$ cat config.mk
export PLATFORM = sky130hd
export DESIGN_NAME = kmeans_assign_sched
export DESIGN_NICKNAME = d
export VERILOG_FILES = /design/src/rtl/kmeans_assign_sched.sv
export SDC_FILE = /design/constraint.sdc
export NUM_CORES = 1
export LEC_CHECK = 0
export BUFFER_PORTS_ARGS = -buffer_cell sky130_fd_sc_hd__buf_2
export CELL_PAD_IN_SITES_DETAIL_PLACEMENT = 1
export CELL_PAD_IN_SITES_GLOBAL_PLACEMENT = 1
export CORE_ASPECT_RATIO = 0.8
export CORE_MARGIN = 2
export CORE_UTILIZATION = 39
export DETAILED_ROUTE_END_ITERATION = 8
export HOLD_SLACK_MARGIN = 0.1
export PLACE_DENSITY = 0.86
export SLEW_MARGIN = 15
export SYNTH_ARGS = -nofsm -noshare
export SYNTH_HDL_FRONTEND = slang
export SYNTH_SLANG_ARGS = --single-unit
$ cat constraint.sdc
create_clock -name sched_clk -period 3.25 [get_ports sched_clk]
set_clock_uncertainty 0.2 [all_clocks]
set_input_delay 0.65 -clock sched_clk [delete_from_list [all_inputs] [get_ports sched_clk]]
set_output_delay 0.65 -clock sched_clk [all_outputs]
set_load 0.005 [all_outputs]
$ cat src/rtl/kmeans_assign_sched.sv
// kmeans_assign_sched: nearest-centroid scheduler sequencing a shared fixed-latency distance unit.
// Optional macro KMEANS_SCHED_MASK_EN adds the per-point cent_en centroid mask.
module kmeans_assign_sched #(
    parameter int K        = 4,
    parameter int IDX_W    = 2,
    parameter int DIST_LAT = 3
) (
    input  logic             sched_clk,
    input  logic             sched_rst,
    input  logic             cent_we,
    input  logic [IDX_W-1:0] cent_idx,
    input  logic [9:0]       cent_x,
    input  logic [9:0]       cent_y,
`ifdef KMEANS_SCHED_MASK_EN
    input  logic [K-1:0]     cent_en,
`endif
    input  logic             pt_valid,
    output logic             pt_ready,
    input  logic [9:0]       pt_x,
    input  logic [9:0]       pt_y,
    output logic [9:0]       dist_X1,
    output logic [9:0]       dist_Y1,
    output logic [9:0]       dist_X2,
    output logic [9:0]       dist_Y2,
    input  logic [31:0]      dist_Q,
    input  logic [31:0]      dist_R,
    output logic             res_valid,
    input  logic             res_ready,
    output logic [IDX_W-1:0] res_idx,
    output logic [31:0]      res_Q,
    output logic [31:0]      res_R,
    output logic             sched_busy
);
    localparam int CNT_W = $clog2(DIST_LAT + 2);
    typedef enum logic [1:0] {IDLE, EVAL, DONE} state_t;
    state_t state, state_nx;
    logic [9:0] tab_x [K];
    logic [9:0] tab_y [K];
    logic [9:0] px, py, hx1, hy1, hx2, hy2;
    logic [IDX_W-1:0] j, best_idx;
    logic [CNT_W-1:0] cnt;
    logic [31:0] best_q, best_r;
    logic [K-1:0] en;
    logic accept, sample, step, last, better;
`ifdef KMEANS_SCHED_MASK_EN
    always_ff @(posedge sched_clk)
        if (!sched_rst) en <= '1;
        else if (accept) en <= cent_en;
`else
    assign en = '1;
`endif
    assign accept = state == IDLE && pt_valid;
    assign sample = state == EVAL && en[j] && cnt == CNT_W'(DIST_LAT);
    assign step   = state == EVAL && (!en[j] || sample);
    assign last   = j == IDX_W'(K - 1);
    assign better = dist_Q < best_q || (dist_Q == best_q && dist_R < best_r);
    always_ff @(posedge sched_clk)
        if (!sched_rst) state <= IDLE;
        else state <= state_nx;
    always_comb
        state_nx = state == IDLE ? (pt_valid ? EVAL : IDLE) :
                   state == EVAL ? (step && last ? DONE : EVAL) :
                   (res_ready ? IDLE : DONE);
    // Distance inputs follow the table live in EVAL and replay the last driven value elsewhere.
    always_comb begin
        pt_ready   = state == IDLE;
        sched_busy = state != IDLE;
        res_valid  = state == DONE;
        dist_X1    = state == EVAL ? px : hx1;
        dist_Y1    = state == EVAL ? py : hy1;
        dist_X2    = state == EVAL ? tab_x[j] : hx2;
        dist_Y2    = state == EVAL ? tab_y[j] : hy2;
    end
    always_ff @(posedge sched_clk)
        if (!sched_rst) begin
            for (int i = 0; i < K; i++) begin
                tab_x[i] <= '0;
                tab_y[i] <= '0;
            end
        end else if (state == IDLE && cent_we && int'(cent_idx) < K) begin
            tab_x[cent_idx] <= cent_x;
            tab_y[cent_idx] <= cent_y;
        end
    always_ff @(posedge sched_clk)
        if (!sched_rst) begin
            {px, py, hx1, hy1, hx2, hy2} <= '0;
            j        <= '0;
            cnt      <= '0;
            best_q   <= '0;
            best_r   <= '0;
            best_idx <= '0;
            res_idx  <= '0;
            res_Q    <= '0;
            res_R    <= '0;
        end else if (accept) begin
            px       <= pt_x;
            py       <= pt_y;
            j        <= '0;
            cnt      <= '0;
            best_q   <= '1;
            best_r   <= '1;
            best_idx <= '0;
        end else if (state == EVAL) begin
            hx1 <= px;
            hy1 <= py;
            hx2 <= tab_x[j];
            hy2 <= tab_y[j];
            cnt <= step ? '0 : cnt + 1'b1;
            j   <= step && !last ? j + 1'b1 : j;
            if (sample && better) begin
                best_q   <= dist_Q;
                best_r   <= dist_R;
                best_idx <= j;
            end
            if (step && last) begin
                res_idx <= sample && better ? j : best_idx;
                res_Q   <= sample && better ? dist_Q : best_q;
                res_R   <= sample && better ? dist_R : best_r;
            end
        end
endmodule

==> metrics.md <==
| Metric | Value |
|---|---|
| Status | finished, final reports clean |
| Max Clk Rate | ~0.31 GHz |
| Critical R2R Launch | best_q[30] |
| CTS H-tree lvls | 1 |
| Initial Util | 39.59% |
| Num CTS Buffers | 30 |
| Post-synth EDFFs | 80 |
| Hold wc startpoint | pt_y[5] |
| Slowest-stage cell, CP | or4_4 |
| YS warnings | 0 |
| Overall Global Routing Usage | 22.82% |
| R2R Setup Slk | 70 ps |
| Final-stage net count | 1695 |
| Post-Synthesis Net Count | approximately 1500 |
| Num rows | between 50 and 60 |
| DR iter-0 viols | ~770 |
| FFs w/ async S/R, synth | 0% |
| Logic pwr share | 10.7% |
| Yosys top cell area share | 31.29% |
| Vias in the first global route | 11475 |
| DIE AREA | 0.03445 mm² |
| CTS Root Cell | clkbuf_16 |
| Antenna Nets Post-Route | 0 |
| Ys flop type | dfxtp_1 |
| Critical Path Source Type | flip-flop |
| Fraction of layout cells with a size suffix above 1 | a little over a quarter |
| Synth area leaders | dfxtp_1 (31%), edfxtp_1 (19%), ha_1 (6.3%) |
| Register share of total power | between 40% and 50% |
| Chip height | around 170 µm |
| Worst hold path stage count | 3 |
| Port-buffer cells | 219 |
| Final Slew Violations | 0 |
| GRT met3 Usage | 4.130% |
| Arr. time, crit path | 3480 ps |
| DRC | 0 |
| Synth Area in XOR/XNOR | less than 1% |
| Crit path cell chain | inv_1 > ha_1 > buf_4 > nand4_1 > buf_4 > a21oi_1 > or4_4 > a211o_2 > a31oi_4 > buf_12 > clkbuf_16 > o221a_2 |
| Bufs on Longest Clock Path | 3 |
| Critical Path RT | around 3600 ps |
| DP Area | 0.01467 mm² |
| Rel. slew slack | 46.22% |
| Routed WL | between 40 and 50 mm |
| Worst Max-Slew Pin Slew | 806.6 ps |
| P_sw | 2.077 mW |
| CP Class | flip-flop to flip-flop |
| First-pass DRT Iterations | 7 |
| Largest fanout on the critical path | 17 |
| Peak supply drop | 0.4086 mV |
| Pint | roughly 6.3 mW |
| Compound-gate portion of the synthesized area | 20.52% |
| Final GP Congestion | 0.8100 |
| Overflow after GRT | 0 |
| Yosys cell types | 47 |
| Area Overhead vs Synth | 22.93% |
| Met2 Usage GRT | 37.57% |
| Setup violators final | 0 |
| Sequential share of the synthesized area | 49.97% |
| Wire per inst | 20.54 µm |
| Final number of hold-violating endpoints | 0 |
| GR Layer Usage met1 | 31.29% |
| DIE WIDTH | approximately 210 µm |
| Mean number of vias per cell | approximately 5.6 |
| Sw Share | roughly a quarter |
| RR Endpoint | best_q[2] |
| Setup TNS | 0 ps |
| Power Density | 533.0 mW/mm² |
| TritonCTS clock tree | done |
| Number of clock sinks | about 280 |
| Via count | 11078 |
| Dominant cell type by area after synthesis | dfxtp_1 |
| Synth Area in Adders | 6.324% |
| Hold_buf cts | 0 |
| Post-synthesis register bit count | 281 |
| Core area | roughly 0.032 mm² |
| Multiplexer share of the synthesized area | 3.503% |
| Slowest cell delay on critical path | 570 ps |
| Post-Synthesis Cells | 1304 |
| Leakage | 6.814 nW |
| # IOs | 220 |
| Worst-path clk slew | 60 ps |
| First-pass GRT wire length | 64.28 mm |
| Most Crowded Layer GR | met2 |
| Crit path time final | 3179 ps |
| Total of max-cap violations | 0 |
| Most used cell along the critical path | buf_4 |
| Clock power share | 43.2% |
| CP endpoint kind | flip-flop |
| Hold crit path type | primary input to flip-flop |
| Crit share post-route | a little over nine tenths |
| Syn Area/Cell | 9.862 µm² |
| Worst Hold End | py[5] |
| FF-to-FF path depth | 12 |
| Initial antenna violation count | 4 |
| Finished Cell Area | 0.01581 mm² |
| Synth Area in Simple Gates | 14.25% |
| Largest family of logic cells by synthesized area | compound AO/OA/AOI/OAI gates |
| Dpl hpwl | 26.30 mm |
| Clock Latency Late Sink | approximately 570 ps |
| Largest net degree at the start of global routing | 140 |
| Synthesized area | 0.01286 mm² |
-- layout make-up --
type / count / area (µm²)
diodes: 3 / 7.507
clock buffers: 42 / 867.1
clock inverters: 13 / 175.2
fillers: 3683 / 16670
inverters: 66 / 247.7
multi-input cells: 855 / 5811
flip-flops and latches: 281 / 6426
well taps: 427 / 534.3
repair buffers: 285 / 1740
-- routing by layer --
| layer | share of wire (%) | wire length, µm |
|---|---|---|
| met1 | 45 | 18190 |
| met2 | 47 | 18910 |
| met3 | 6.4 | 2604 |
| met4 | 2.0 | 793 |
| met5 | 0 | 0 |
-- worst max-delay path by stage --
| stage | cells after the start | start | end |
|---|---|---|---|
| floorplan | 10 | dist_Q[30] | best_q[11] |
| global placement | 12 | dist_Q[30] | res_Q[3] |
| detailed placement | 12 | dist_Q[30] | res_Q[3] |
| CTS | 12 | best_q[30] | best_q[21] |
| global route | 11 | best_q[21] | best_q[2] |
| finish | 12 | best_q[30] | best_q[2] |
-- cell usage after synthesis (all sizes together) (2+ instances only) --
cell type,count
dfxtp,201
nand2,184
o21ai,138
and2,123
a21oi,91
clkbuf,80
edfxtp,80
a31oi,67
inv,66
ha,65
o221a,64
a21boi,22
buf,22
mux4,20
nand3,14
nor2,10
nand4,8
nand2b,6
a21o,5
and4,5
nor3,4
a221o,3
nor2b,3
nor3b,3
nor4,3
a2111oi,2
a211o,2
a211oi,2
-- state kept, by name, summed over array words and instances, names as in the netlist, 32 cells and up, named ones only --
name / cells
tab_x: 40
res_R: 32
res_Q: 32
best_r: 32
best_q: 32
tab_y: 40
-- stage by stage --
stage          std cells  util (%)  hold slack [ps]  power, mW  worst slack (ps)
3_5_place_dp        1911     45.16            242.8      4.824            -397.7
6_report            1972     48.67            141.6      8.427             70.91
3_3_place_gp        1911     45.16            232.9      4.758            -329.7
2_1_floorplan       1304         -            223.4      4.440             61.43
5_1_grt             1970     48.66            135.5      8.750            -40.57
4_1_cts             1966     48.39            112.0      8.490             65.12
-- cells by family after synthesis --
logic type / count (synthesis)
AO/OA/AOI/OAI: 402
XOR/XNOR: 1
adder cells (fa/ha/maj): 65
buffers and inverters: 168
flip-flops: 281
multiplexers: 20
AND/OR/NAND/NOR: 367
-- placed cells by master (no fill, tap or decap), types with 7 or more instances in the layout --
cell and instances:
buf_2 218, dfxtp_1 201, nand2_1 182, o21ai_0 138
and2_1 121, a21oi_1 91, edfxtp_1 80, inv_1 66
a31oi_1 66, ha_1 65, o221a_2 55, buf_4 55
clkbuf_16 32, a21boi_0 22, mux4_2 20, nand3_1 14
buf_12 10, nor2_1 9, o221a_1 9, nand4_1 8
clkinv_2 7
-- power groups by stage --
stage / Sequential (mW) / Combinational [mW] / Clock [mW]
finish: 3.88 / 0.901 / 3.64
global route: 3.90 / 1.00 / 3.84
CTS: 3.88 / 0.880 / 3.73
detailed placement: 3.96 / 0.867 / 0
global placement: 3.94 / 0.816 / 0
floorplan: 3.92 / 0.520 / 0
-- critical path: cells and delay by family (launching register included) --
family / cells / cell delay (ps)
simple gates: 2 / 690
compound gates: 4 / 860
fa+ha+maj: 1 / 310
buf+inv: 5 / 700
flops: 1 / 360
-- what timing repair did --
action                                 in CTS  in global routing
setup buffers                               0                  2
endpoints found under the hold margin       0                  0
gates cloned                                0                  1
resized for setup                           1                  6
setup endpoints to repair                  61                126
pin swaps                                   0                  4
(Power assumes the default switching activity.)
